===== src/rtl/chdr_traffic_source.sv =====
// CHDR (CVITA, 64-bit) traffic source. Injects fixed-size timestamped packets
// at a programmable offered load, with destinations chosen by a traffic pattern.
module chdr_traffic_source #(
    parameter int          WIDTH     = 64,
    parameter int          MTU       = 5,
    parameter logic [15:0] NODE_ID   = 16'd0,
    parameter logic [15:0] NUM_NODES = 16'd16,
    parameter logic [15:0] LFSR_SEED = 16'hACE1
) (
    input  logic             clk,
    input  logic             rst,
    input  logic [63:0]      current_time,
    input  logic             start_stb,
    input  logic [7:0]       injection_rate,
    input  logic [15:0]      lines_per_pkt,
    input  logic [7:0]       traffic_patt,
    input  logic [31:0]      num_pkts_to_xfer,
    output logic [WIDTH-1:0] m_axis_tdata,
    output logic             m_axis_tlast,
    output logic             m_axis_tvalid,
    input  logic             m_axis_tready,
    output logic             session_active,
    output logic [31:0]      xfer_count,
    output logic [31:0]      pkt_count
);

    typedef enum logic [2:0] {
        S_IDLE, S_WAIT, S_HDR, S_TS, S_PAY, S_DONE
    } state_t;

    localparam int          NB          = $clog2(NUM_NODES);
    localparam logic [15:0] DST_MASK    = 16'((32'd1 << NB) - 32'd1);
    localparam logic [15:0] DST_NEXT    = 16'((32'(NODE_ID) + 32'd1) % 32'(NUM_NODES));
    localparam logic [15:0] DST_TORNADO = NUM_NODES - 16'd1 - NODE_ID;
    localparam logic [15:0] MAX_LEN     = 16'(32'd1 << MTU);

    state_t      state_q, state_d;
    logic [6:0]  rate_q, rate_d;
    logic [15:0] len_q, len_d;
    logic [31:0] thresh_q, thresh_d;
    logic [7:0]  patt_q, patt_d;
    logic [31:0] num_q, num_d;
    logic [31:0] acc_q, acc_d;
    logic [15:0] lfsr_q, lfsr_d;
    logic [11:0] seq_q, seq_d;
    logic [63:0] ts_q, ts_d;
    logic [15:0] dst_q, dst_d;
    logic [15:0] word_q, word_d;
    logic [31:0] xfer_q, xfer_d;
    logic [31:0] pkt_q, pkt_d;

    logic [32:0] acc_sum;
    logic [31:0] acc_inc;
    logic        can_start;
    logic        go_pkt;
    logic        fire;
    logic [15:0] rnd_m;
    logic [15:0] dst_pick;
    logic [15:0] lfsr_next;
    logic [15:0] len_in;

    // Outputs decode from registered state only, so tready never reaches tvalid
    assign m_axis_tvalid  = (state_q == S_HDR) || (state_q == S_TS) || (state_q == S_PAY);
    assign session_active = m_axis_tvalid || (state_q == S_WAIT);
    assign xfer_count     = xfer_q;
    assign pkt_count      = pkt_q;
    assign fire           = m_axis_tvalid && m_axis_tready;

    // Line mux for the current beat
    always_comb begin
        m_axis_tdata = '0;
        m_axis_tlast = 1'b0;
        case (state_q)
            S_HDR: m_axis_tdata = {2'b00, 1'b1, 1'b0, seq_q, len_q[12:0], 3'b000, NODE_ID, dst_q};
            S_TS: begin
                m_axis_tdata = ts_q;
                m_axis_tlast = (len_q == 16'd2);
            end
            S_PAY: begin
                m_axis_tdata = {48'd0, word_q};
                m_axis_tlast = (word_q == len_q - 16'd3);
            end
            default: ;
        endcase
    end

    // Credit arithmetic, destination selection and LFSR step
    always_comb begin
        acc_sum   = {1'b0, acc_q} + {26'd0, rate_q};
        acc_inc   = acc_sum[32] ? 32'hFFFF_FFFF : acc_sum[31:0];
        can_start = (acc_inc >= thresh_q);
        rnd_m     = lfsr_q & DST_MASK;
        lfsr_next = {lfsr_q[14:0], lfsr_q[15] ^ lfsr_q[13] ^ lfsr_q[12] ^ lfsr_q[10]};
        len_in    = (lines_per_pkt < 16'd2)  ? 16'd2 :
                    (lines_per_pkt > MAX_LEN) ? MAX_LEN : lines_per_pkt;
        case (traffic_patt_sel(patt_q))
            2'd1:    dst_pick = (rnd_m >= NUM_NODES) ? rnd_m - NUM_NODES : rnd_m;
            2'd2:    dst_pick = DST_NEXT;
            2'd3:    dst_pick = DST_TORNADO;
            default: dst_pick = NODE_ID;
        endcase
    end

    function automatic logic [1:0] traffic_patt_sel(input logic [7:0] p);
        case (p)
            8'h55:   return 2'd1;  // 'U' uniform random
            8'h4E:   return 2'd2;  // 'N' neighbour
            8'h54:   return 2'd3;  // 'T' tornado
            default: return 2'd0;  // 'L' loopback and anything else
        endcase
    endfunction

    // Session / packet FSM next state
    always_comb begin
        state_d  = state_q;
        rate_d   = rate_q;
        len_d    = len_q;
        thresh_d = thresh_q;
        patt_d   = patt_q;
        num_d    = num_q;
        acc_d    = acc_q;
        lfsr_d   = lfsr_q;
        seq_d    = seq_q;
        ts_d     = ts_q;
        dst_d    = dst_q;
        word_d   = word_q;
        xfer_d   = fire ? xfer_q + 32'd1 : xfer_q;
        pkt_d    = pkt_q;
        go_pkt   = 1'b0;

        case (state_q)
            S_IDLE: begin
                if (start_stb) begin
                    rate_d   = (injection_rate > 8'd100) ? 7'd100 : injection_rate[6:0];
                    len_d    = len_in;
                    thresh_d = {16'd0, len_in} * 32'd100;
                    patt_d   = traffic_patt;
                    num_d    = num_pkts_to_xfer;
                    acc_d    = '0;
                    lfsr_d   = LFSR_SEED;
                    seq_d    = '0;
                    xfer_d   = '0;
                    pkt_d    = '0;
                    state_d  = S_WAIT;
                end
            end
            S_WAIT: begin
                if (num_q == 32'd0) begin
                    state_d = S_DONE;
                end else begin
                    acc_d  = acc_inc;
                    go_pkt = can_start;
                end
            end
            S_HDR: begin
                acc_d = acc_inc;
                if (fire) state_d = S_TS;
            end
            S_TS, S_PAY: begin
                // Credit keeps accruing during the packet so offered load is
                // measured against all bus cycles, not just idle ones.
                acc_d = acc_inc;
                if (fire) begin
                    if (m_axis_tlast) begin
                        pkt_d = pkt_q + 32'd1;
                        seq_d = seq_q + 12'd1;
                        if (pkt_q + 32'd1 == num_q) begin
                            state_d = S_DONE;
                        end else begin
                            state_d = S_WAIT;
                            go_pkt  = can_start;  // chain straight into the next header
                        end
                    end else if (state_q == S_TS) begin
                        state_d = S_PAY;
                        word_d  = '0;
                    end else begin
                        word_d = word_q + 16'd1;
                    end
                end
            end
            S_DONE: state_d = S_IDLE;
            default: state_d = S_IDLE;
        endcase

        if (go_pkt) begin
            acc_d   = acc_inc - thresh_q;
            ts_d    = current_time;
            dst_d   = dst_pick;
            lfsr_d  = lfsr_next;
            word_d  = '0;
            state_d = S_HDR;
        end
    end

    // State registers with synchronous reset
    always_ff @(posedge clk) begin
        if (rst) begin
            state_q  <= S_IDLE;
            rate_q   <= '0;
            len_q    <= '0;
            thresh_q <= '0;
            patt_q   <= '0;
            num_q    <= '0;
            acc_q    <= '0;
            lfsr_q   <= LFSR_SEED;
            seq_q    <= '0;
            ts_q     <= '0;
            dst_q    <= '0;
            word_q   <= '0;
            xfer_q   <= '0;
            pkt_q    <= '0;
        end else begin
            state_q  <= state_d;
            rate_q   <= rate_d;
            len_q    <= len_d;
            thresh_q <= thresh_d;
            patt_q   <= patt_d;
            num_q    <= num_d;
            acc_q    <= acc_d;
            lfsr_q   <= lfsr_d;
            seq_q    <= seq_d;
            ts_q     <= ts_d;
            dst_q    <= dst_d;
            word_q   <= word_d;
            xfer_q   <= xfer_d;
            pkt_q    <= pkt_d;
        end
    end

endmodule


===== config.mk =====
export PLATFORM = sky130hd
export DESIGN_NAME = chdr_traffic_source
export DESIGN_NICKNAME = d
export VERILOG_FILES = /design/src/rtl/chdr_traffic_source.sv
export SDC_FILE = /design/constraint.sdc
export NUM_CORES = 1
export LEC_CHECK = 0
export BUFFER_PORTS_ARGS = -buffer_cell sky130_fd_sc_hd__buf_2
export CORE_MARGIN = 10
export CORE_UTILIZATION = 58
export DETAILED_ROUTE_END_ITERATION = 10
export PLACE_DENSITY_LB_ADDON = 0.08
export SYNTH_ARGS = -nofsm -noshare
export SYNTH_HDL_FRONTEND = slang
export SYNTH_SLANG_ARGS = --single-unit

===== constraint.sdc =====
create_clock -name clk -period 6.27 [get_ports clk]
set_clock_uncertainty 0.05 [all_clocks]
set_input_delay 0.627 -clock clk [delete_from_list [all_inputs] [get_ports clk]]
set_output_delay 0.627 -clock clk [all_outputs]
set_load 0.005 [all_outputs]

### Word-level counts from Yosys, hierarchy flattened

Index checks and enable logic that the tools add are counted.

| storage, ports and cells | value |
|---|---|
| bits in registers | 307 |
| bits of input ports | 132 |
| output and inout bits | 131 |
| logic and storage cells | 119 |

| cells by class | value |
|---|---|
| add/sub/neg operators | 8 |
| multipliers | 1 |
| magnitude comparators | 5 |
| eq/ne operators | 25 |
| mux-type cells | 41 |
| bitwise logic cells | 4 |
| reductions and logical operators | 20 |

Operators by type and width:

| kind | count |
|---|---|
| two-way mux 32 bit | 9 |
| case mux 64 bit (3 select lines) | 1 |
| two-way mux 16 bit | 7 |
| case mux 32 bit (3 select lines) | 1 |
| adder 32 x 1 -> 32 bit (second input constant) | 2 |
| case mux 32 bit (2 select lines) | 1 |
| case mux 16 bit (3 select lines) | 1 |
| two-way mux 12 bit | 3 |
| adder 32 x 7 -> 33 bit | 1 |
| == test 32 bit | 1 |
| greater-or-equal comparator 32 x 23 -> 1 bit | 1 |
| zero test 32 bit | 1 |
| subtractor 32 x 23 -> 32 bit | 1 |
| == test 8 x 7 -> 1 bit (second input constant) | 3 |
| case mux 12 bit (2 select lines) | 1 |
| multiplier 16 x 5 -> 21 bit (second input constant) | 1 |
| two-way mux 3 bit | 7 |
| adder 16 x 1 -> 16 bit (second input constant) | 1 |
| == test 16 bit | 1 |
| == test 16 x 2 -> 1 bit (second input constant) | 1 |
| > comparator 16 x 6 -> 1 bit (second input constant) | 1 |
| less-than comparator 16 x 2 -> 1 bit (second input constant) | 1 |
| subtractor 16 x 2 -> 16 bit (second input constant) | 1 |
| inequality test 3 bit (second input constant) | 5 |
| 32 further kinds | 51 |

### Longest topological paths before layout

| depth | value |
|---|---|
| depth after elaboration | 9 |
| gate-level depth with buffers | 25 |
| gate-level depth less buffers | 22 |

### Worst setup path after synthesis

OpenSTA, ideal clock, no wires.

| timing path | value |
|---|---|
| path kind | reg-to-reg |
| start point | register rate_q[5] |
| end point | register ts_q[12] |
| setup time | 0.128 ns |
| arrival time | 4.704 ns |
| required time | 6.092 ns |
| setup slack | 1.389 ns |
| stages on the path, launching flop included | 24 |
| buffers on the path | 4 |
| period minus slack after synthesis | 4.881 ns |
| cells stage by stage | dfxtp_1 ha_1 a21o_1 or2_2 o21ai_0 clkbuf_1 nor2_1 a21oi_1 ha_1 inv_1 fa_1 nand3_1 a21oi_1 nor4b_1 o21ai_0 and2_1 o211a_1 nor4_1 a21o_1 buf_2 buf_2 buf_4 mux2i_1 nor2_1 |

| between the ends | value |
|---|---|
| longest elaborated chain between the ends | 7 |
| elaborated cells on any way between the ends | 8 |
| those cells by class | 1 x add/sub; 1 x order compare; 6 x mux |

Ends and longest elaborated chain:

| item | RTL line | text |
|---|---|---|
| from (decl) | 38 | `logic [6:0] rate_q, rate_d;` |
| from (signal assigned) | 214 | `rate_q <= rate_d;` |
| adder 32 x 7 -> 33 bit (*) | 89 | `acc_sum = {1'b0, acc_q} + {26'd0, rate_q};` |
| two-way mux 32 bit (*) | 90 | `acc_inc = acc_sum[32] ? 32'hFFFF_FFFF : acc_sum[31:0];` |
| greater-or-equal comparator 32 x 23 -> 1 bit (*) | 91 | `can_start = (acc_inc >= thresh_q);` |
| two-way mux 1 bit | 167 | `if (pkt_q + 32'd1 == num_q) begin` |
| two-way mux 1 bit | 164 | `if (m_axis_tlast) begin` |
| two-way mux 1 bit | 163 | `if (fire) begin` |
| case mux 1 bit (2 select lines) (*) | 131 | `case (state_q)` |
| to (signal assigned) | 222 | `ts_q <= ts_d;` |
| to (decl) | 46 | `logic [63:0] ts_q, ts_d;` |

Every way passes the cells marked *; elsewhere a longest branch is shown, timed or not.
A chain may end at the register's enable or synchronous reset.

### Worst setup path after layout

| timing path | value |
|---|---|
| start point | register rate_q[5] |
| end point | register ts_q[47] |

The elaborated chain is that of the path after synthesis.

==> PnR_summary.wiki <==
{| class="wikitable"
! Metric !! Value
|-
| Count of final setup violators || 0
|-
| Post-Synthesis Mean Instance Area || 7.828 sq um
|-
| CTS resizes || 0
|-
| Latest clock arrival within the worst-skew pair || 0.53 ns
|-
| Cell leakage power || 9.280 nW
|-
| Total setup buffers inserted after CTS || 0
|-
| Detailed placement HPWL || 39,800 um
|-
| Wire length of the first global-routing pass || 87,140 um
|-
| Worst relative slew slack || 21.92%
|-
| Minimum clock period || 5.407 ns
|-
| Standard cell with the maximum stage delay on the critical path || a21o_4
|-
| Power density normalized to cell area || 394.5 nW/um^2
|-
| Vias in the first global route || 16,900
|-
| Largest stage delay on the critical path || 0.44 ns
|-
| Unrepaired setup endpoints after global routing || no
|-
| Initial cell density of the core || 58.86%
|-
| Top fanout value on the critical path || 46
|-
| Kind of cell adding the most delay to the critical path || compound AO/OA/AOI/OAI gates
|-
| Reg-to-reg startpoint || rate_q[5]$_SDFFE_PP0P_
|-
| Post-route antenna net violation count || 0
|-
| Number of maximum-capacitance violations || 0
|-
| Master cell of the clock root buffer || clkbuf_16
|-
| Clock tree sinks || 292
|-
| Crit path cell chain || ha_1 > a21o_1 > or2_2 > o21ai_0 > buf_4 > nor2_1 > a21oi_1 > ha_1 > inv_1 > fa_1 > nand3_1 > a21oi_1 > nor4b_1 > o21ai_0 > and2_1 > o211a_1 > nor4_1 > buf_4 > a21o_4 > buf_12 > mux2i_1 > nor2_1
|-
| Most area-hungry cell type in the Yosys netlist || dfxtp_1
|-
| Area of the die || 38,580 sq um
|-
| Most instantiated library cell after synthesis || dfxtp_1
|-
| Buffers & Inverters on Critical Path || 4
|-
| Footprint of the multi-input gates || 11,400 sq um
|-
| Endpoints failing hold || 0
|-
| Aggregate global-route resource usage || 26.95%
|-
| Number of buffers on the longest clock path || 3
|-
| Setup crit end kind || register
|-
| Final weighted congestion in routability-driven placement || 0.9349
|-
| Cell variety after synth || 78
|-
| Timing startpoint of the critical path || rate_q[5]$_SDFFE_PP0P_
|-
| Area occupied by registers || 5847 sq um
|-
| WL final || 54,140 um
|-
| FMAX || 184.9 MHz
|-
| I/O pin count || 263
|-
| Drc violations || 0
|-
| Synth Warn # || 0
|-
| Most numerous cell types in the synthesized netlist || dfxtp_1, nor2_1, nand2_1, a21oi_1, clkbuf_1
|-
| Area of the mapped netlist || 18,050 sq um
|-
| Synthesis-to-finish area growth || 15.26%
|-
| Violation count after the first detailed-route iteration || 1,269
|-
| Outcome || finished, final reports clean
|-
| Largest net degree at the start of global routing || 118
|-
| Clock tree from TritonCTS || built
|-
| Startpoint type of the worst setup path || register
|-
| Number of port buffers || 262
|-
| Class of the tightest hold or removal check || in -> reg
|-
| Count of hold-fix buffers inserted at cts || 0
|-
| Remaining Overflow, GRT || 0
|-
| Hold path startpoint || current_time[13]
|-
| Number of CTS-inserted buffers || 35
|-
| Routed vias || 17,290
|-
| Data required, critical path || 6.58 ns
|-
| Clock transition at the registers of the reported paths || 0.06 ns
|-
| Number of flip-flops and latches in the synthesized netlist || 292
|-
| Iteration count of the initial detailed-routing pass || 7
|-
| Die Span Y || 196.4 um
|-
| IR Drop Worst-Case VDD || 0.2333 mV
|-
| Fill cell count || 2,696
|-
| Detailed-route vias per instance || 5.886
|-
| Post-layout nets || 2,747
|-
| Leading cell types by total area after synthesis || dfxtp_1, ha_1, nor2_1
|-
| Number of standard-cell rows in the floorplan || 64
|-
| Layout cell share with drive strength beyond 1 || 14.46%
|-
| Count of flip-flops with a built-in enable after synthesis || 0
|-
| Max Slew Vio Count || 0
|-
| Area share of the largest cell type after synthesis || 32.38%
|-
| Total negative slack || 0 ns
|-
| Routed wirelength normalized by instance count || 18.44 um
|-
| Die Span X || 196.4 um
|-
| Primary flip-flop cell chosen by synthesis mapping || dfxtp_1
|-
| Total power || 8.207 mW
|-
| Slew at the pin closest to its max-slew limit || 1.171 ns
|-
| Synthesized netlist cell count || 2,306
|-
| Standard cell core area || 30,670 sq um
|-
| Share of the cycle needed by the critical path after routing || 86.24%
|-
| Setup CP Type || reg -> reg
|-
| Count of H-tree levels built during CTS || 2
|-
| Proportion of register bits with asynchronous set or reset after synthesis || 0%
|-
| Antenna violations before repair || 3
|-
| Data arrival time of the worst path || 5.72 ns
|-
| Sequential-to-total area share from yosys stat || 32.38%
|}
[worst reg2reg max path: stages (launching register included)]
cell and delay, ns:
dfxtp_1 0.31, ha_1 0.35, a21o_1 0.21, or2_2 0.29, o21ai_0 0.20, buf_4 0.21, nor2_1 0.07, a21oi_1 0.19
ha_1 0.22, inv_1 0.06, fa_1 0.40, nand3_1 0.11, a21oi_1 0.09, nor4b_1 0.29, o21ai_0 0.17, and2_1 0.20
o211a_1 0.23, nor4_1 0.27, buf_4 0.19, a21o_4 0.44, buf_12 0.35, mux2i_1 0.28, nor2_1 0.07
[final timing paths]
kind                               endpoint  slack, ns  cells past startpoint
setup reg to reg      ts_q[47]$_SDFFE_PP0N_       0.86                     22
setup / recovery      ts_q[47]$_SDFFE_PP0N_       0.86                     22
hold / removal        ts_q[13]$_SDFFE_PP0N_       0.29                      3
hold reg to reg   thresh_q[20]$_SDFFE_PP0P_       0.40                      2
[layout make-up]
type / instances / share of cell area (%)
diodes: 3 / 0.03608
clock buffers: 45 / 4.877
clock inverters: 15 / 0.8119
inverters: 96 / 1.732
multi-input cells: 1806 / 54.81
flip-flops and latches: 292 / 28.10
well taps: 396 / 2.382
repair buffers: 284 / 7.247
[layout by cell type, fill, tap and decap left out, drive strengths merged, types with 13 or more instances in the layout]
| cell | n |
|---|---|
| a311oi | 17 |
| a31oi | 17 |
| o21a | 13 |
| nand3 | 85 |
| a22o | 13 |
| nand2 | 243 |
| nor4 | 29 |
| nor3 | 52 |
| and3 | 54 |
| nor2 | 284 |
| xnor2 | 93 |
| and2 | 18 |
| or3 | 29 |
| nand4 | 35 |
| ha | 87 |
| dfxtp | 292 |
| a21oi | 182 |
| xor2 | 67 |
| o21ai | 101 |
| a211oi | 16 |
| buf | 284 |
| nand3b | 20 |
| or4 | 20 |
| and4 | 14 |
| a21o | 20 |
| inv | 97 |
| conb | 31 |
| mux2i | 106 |
| clkbuf | 45 |
| fa | 13 |
| nor2b | 20 |
[state kept, by name, summed over array words and instances, names as in the netlist]
| name | count |
|---|---|
| acc_q | 32 |
| rate_q | 7 |
| len_q | 16 |
| seq_q | 12 |
| num_q | 32 |
| state_q | 3 |
| lfsr_q | 16 |
| xfer_count | 32 |
| word_q | 16 |
| patt_q | 8 |
| dst_q | 4 |
| pkt_count | 32 |
| ts_q | 64 |
| thresh_q | 18 |
[stage by stage]
stage	std cells	util [%]	instance area [sq um]	worst slack (ns)	hold WS [ns]
final	2937	67.84	20810	0.8626	0.2888
after global routing	2937	67.84	20810	0.4444	0.2859
after CTS	2934	67.81	20800	0.9354	0.2771
after detailed placement	2874	63.95	19610	0.9449	0.3972
after global placement	2874	63.95	19610	1.103	0.3867
after floorplan	2335	-	18160	1.389	0.3813
[routing by layer]
metal	up-vias	wire (um)	share of wire [%]	track usage [%]
met1	8096	23330	43	35.17
met4	0	1870	3.5	10.32
met3	115	3734	6.9	4.667
met2	586	25210	47	43.63
li1	8490	-	-	-
met5	-	0	0	0
[kinds of logic (layout without fill, tap and decap cells)]
family	Yosys count	after routing	synth area share (%)
and+or+nand+nor	954	954	25.77
AOI/OAI and AO/OA	453	453	15.35
DFF	292	292	32.38
buffers and inverters	237	440	5.219
xor gates and xnor gates	160	160	7.763
muxes	108	108	6.003
adders and majority gates	100	100	7.472
other	2	34	0.04160
[power by group]
part,leakage (nW),switching (mW),internal (mW)
sequential,2.37,0.288,2.17
clock,0.595,0.816,1.27
combinational,6.31,2.30,1.37
total,9.28,3.40,4.81
No activity file was read; power rests on OpenSTA's default activity.
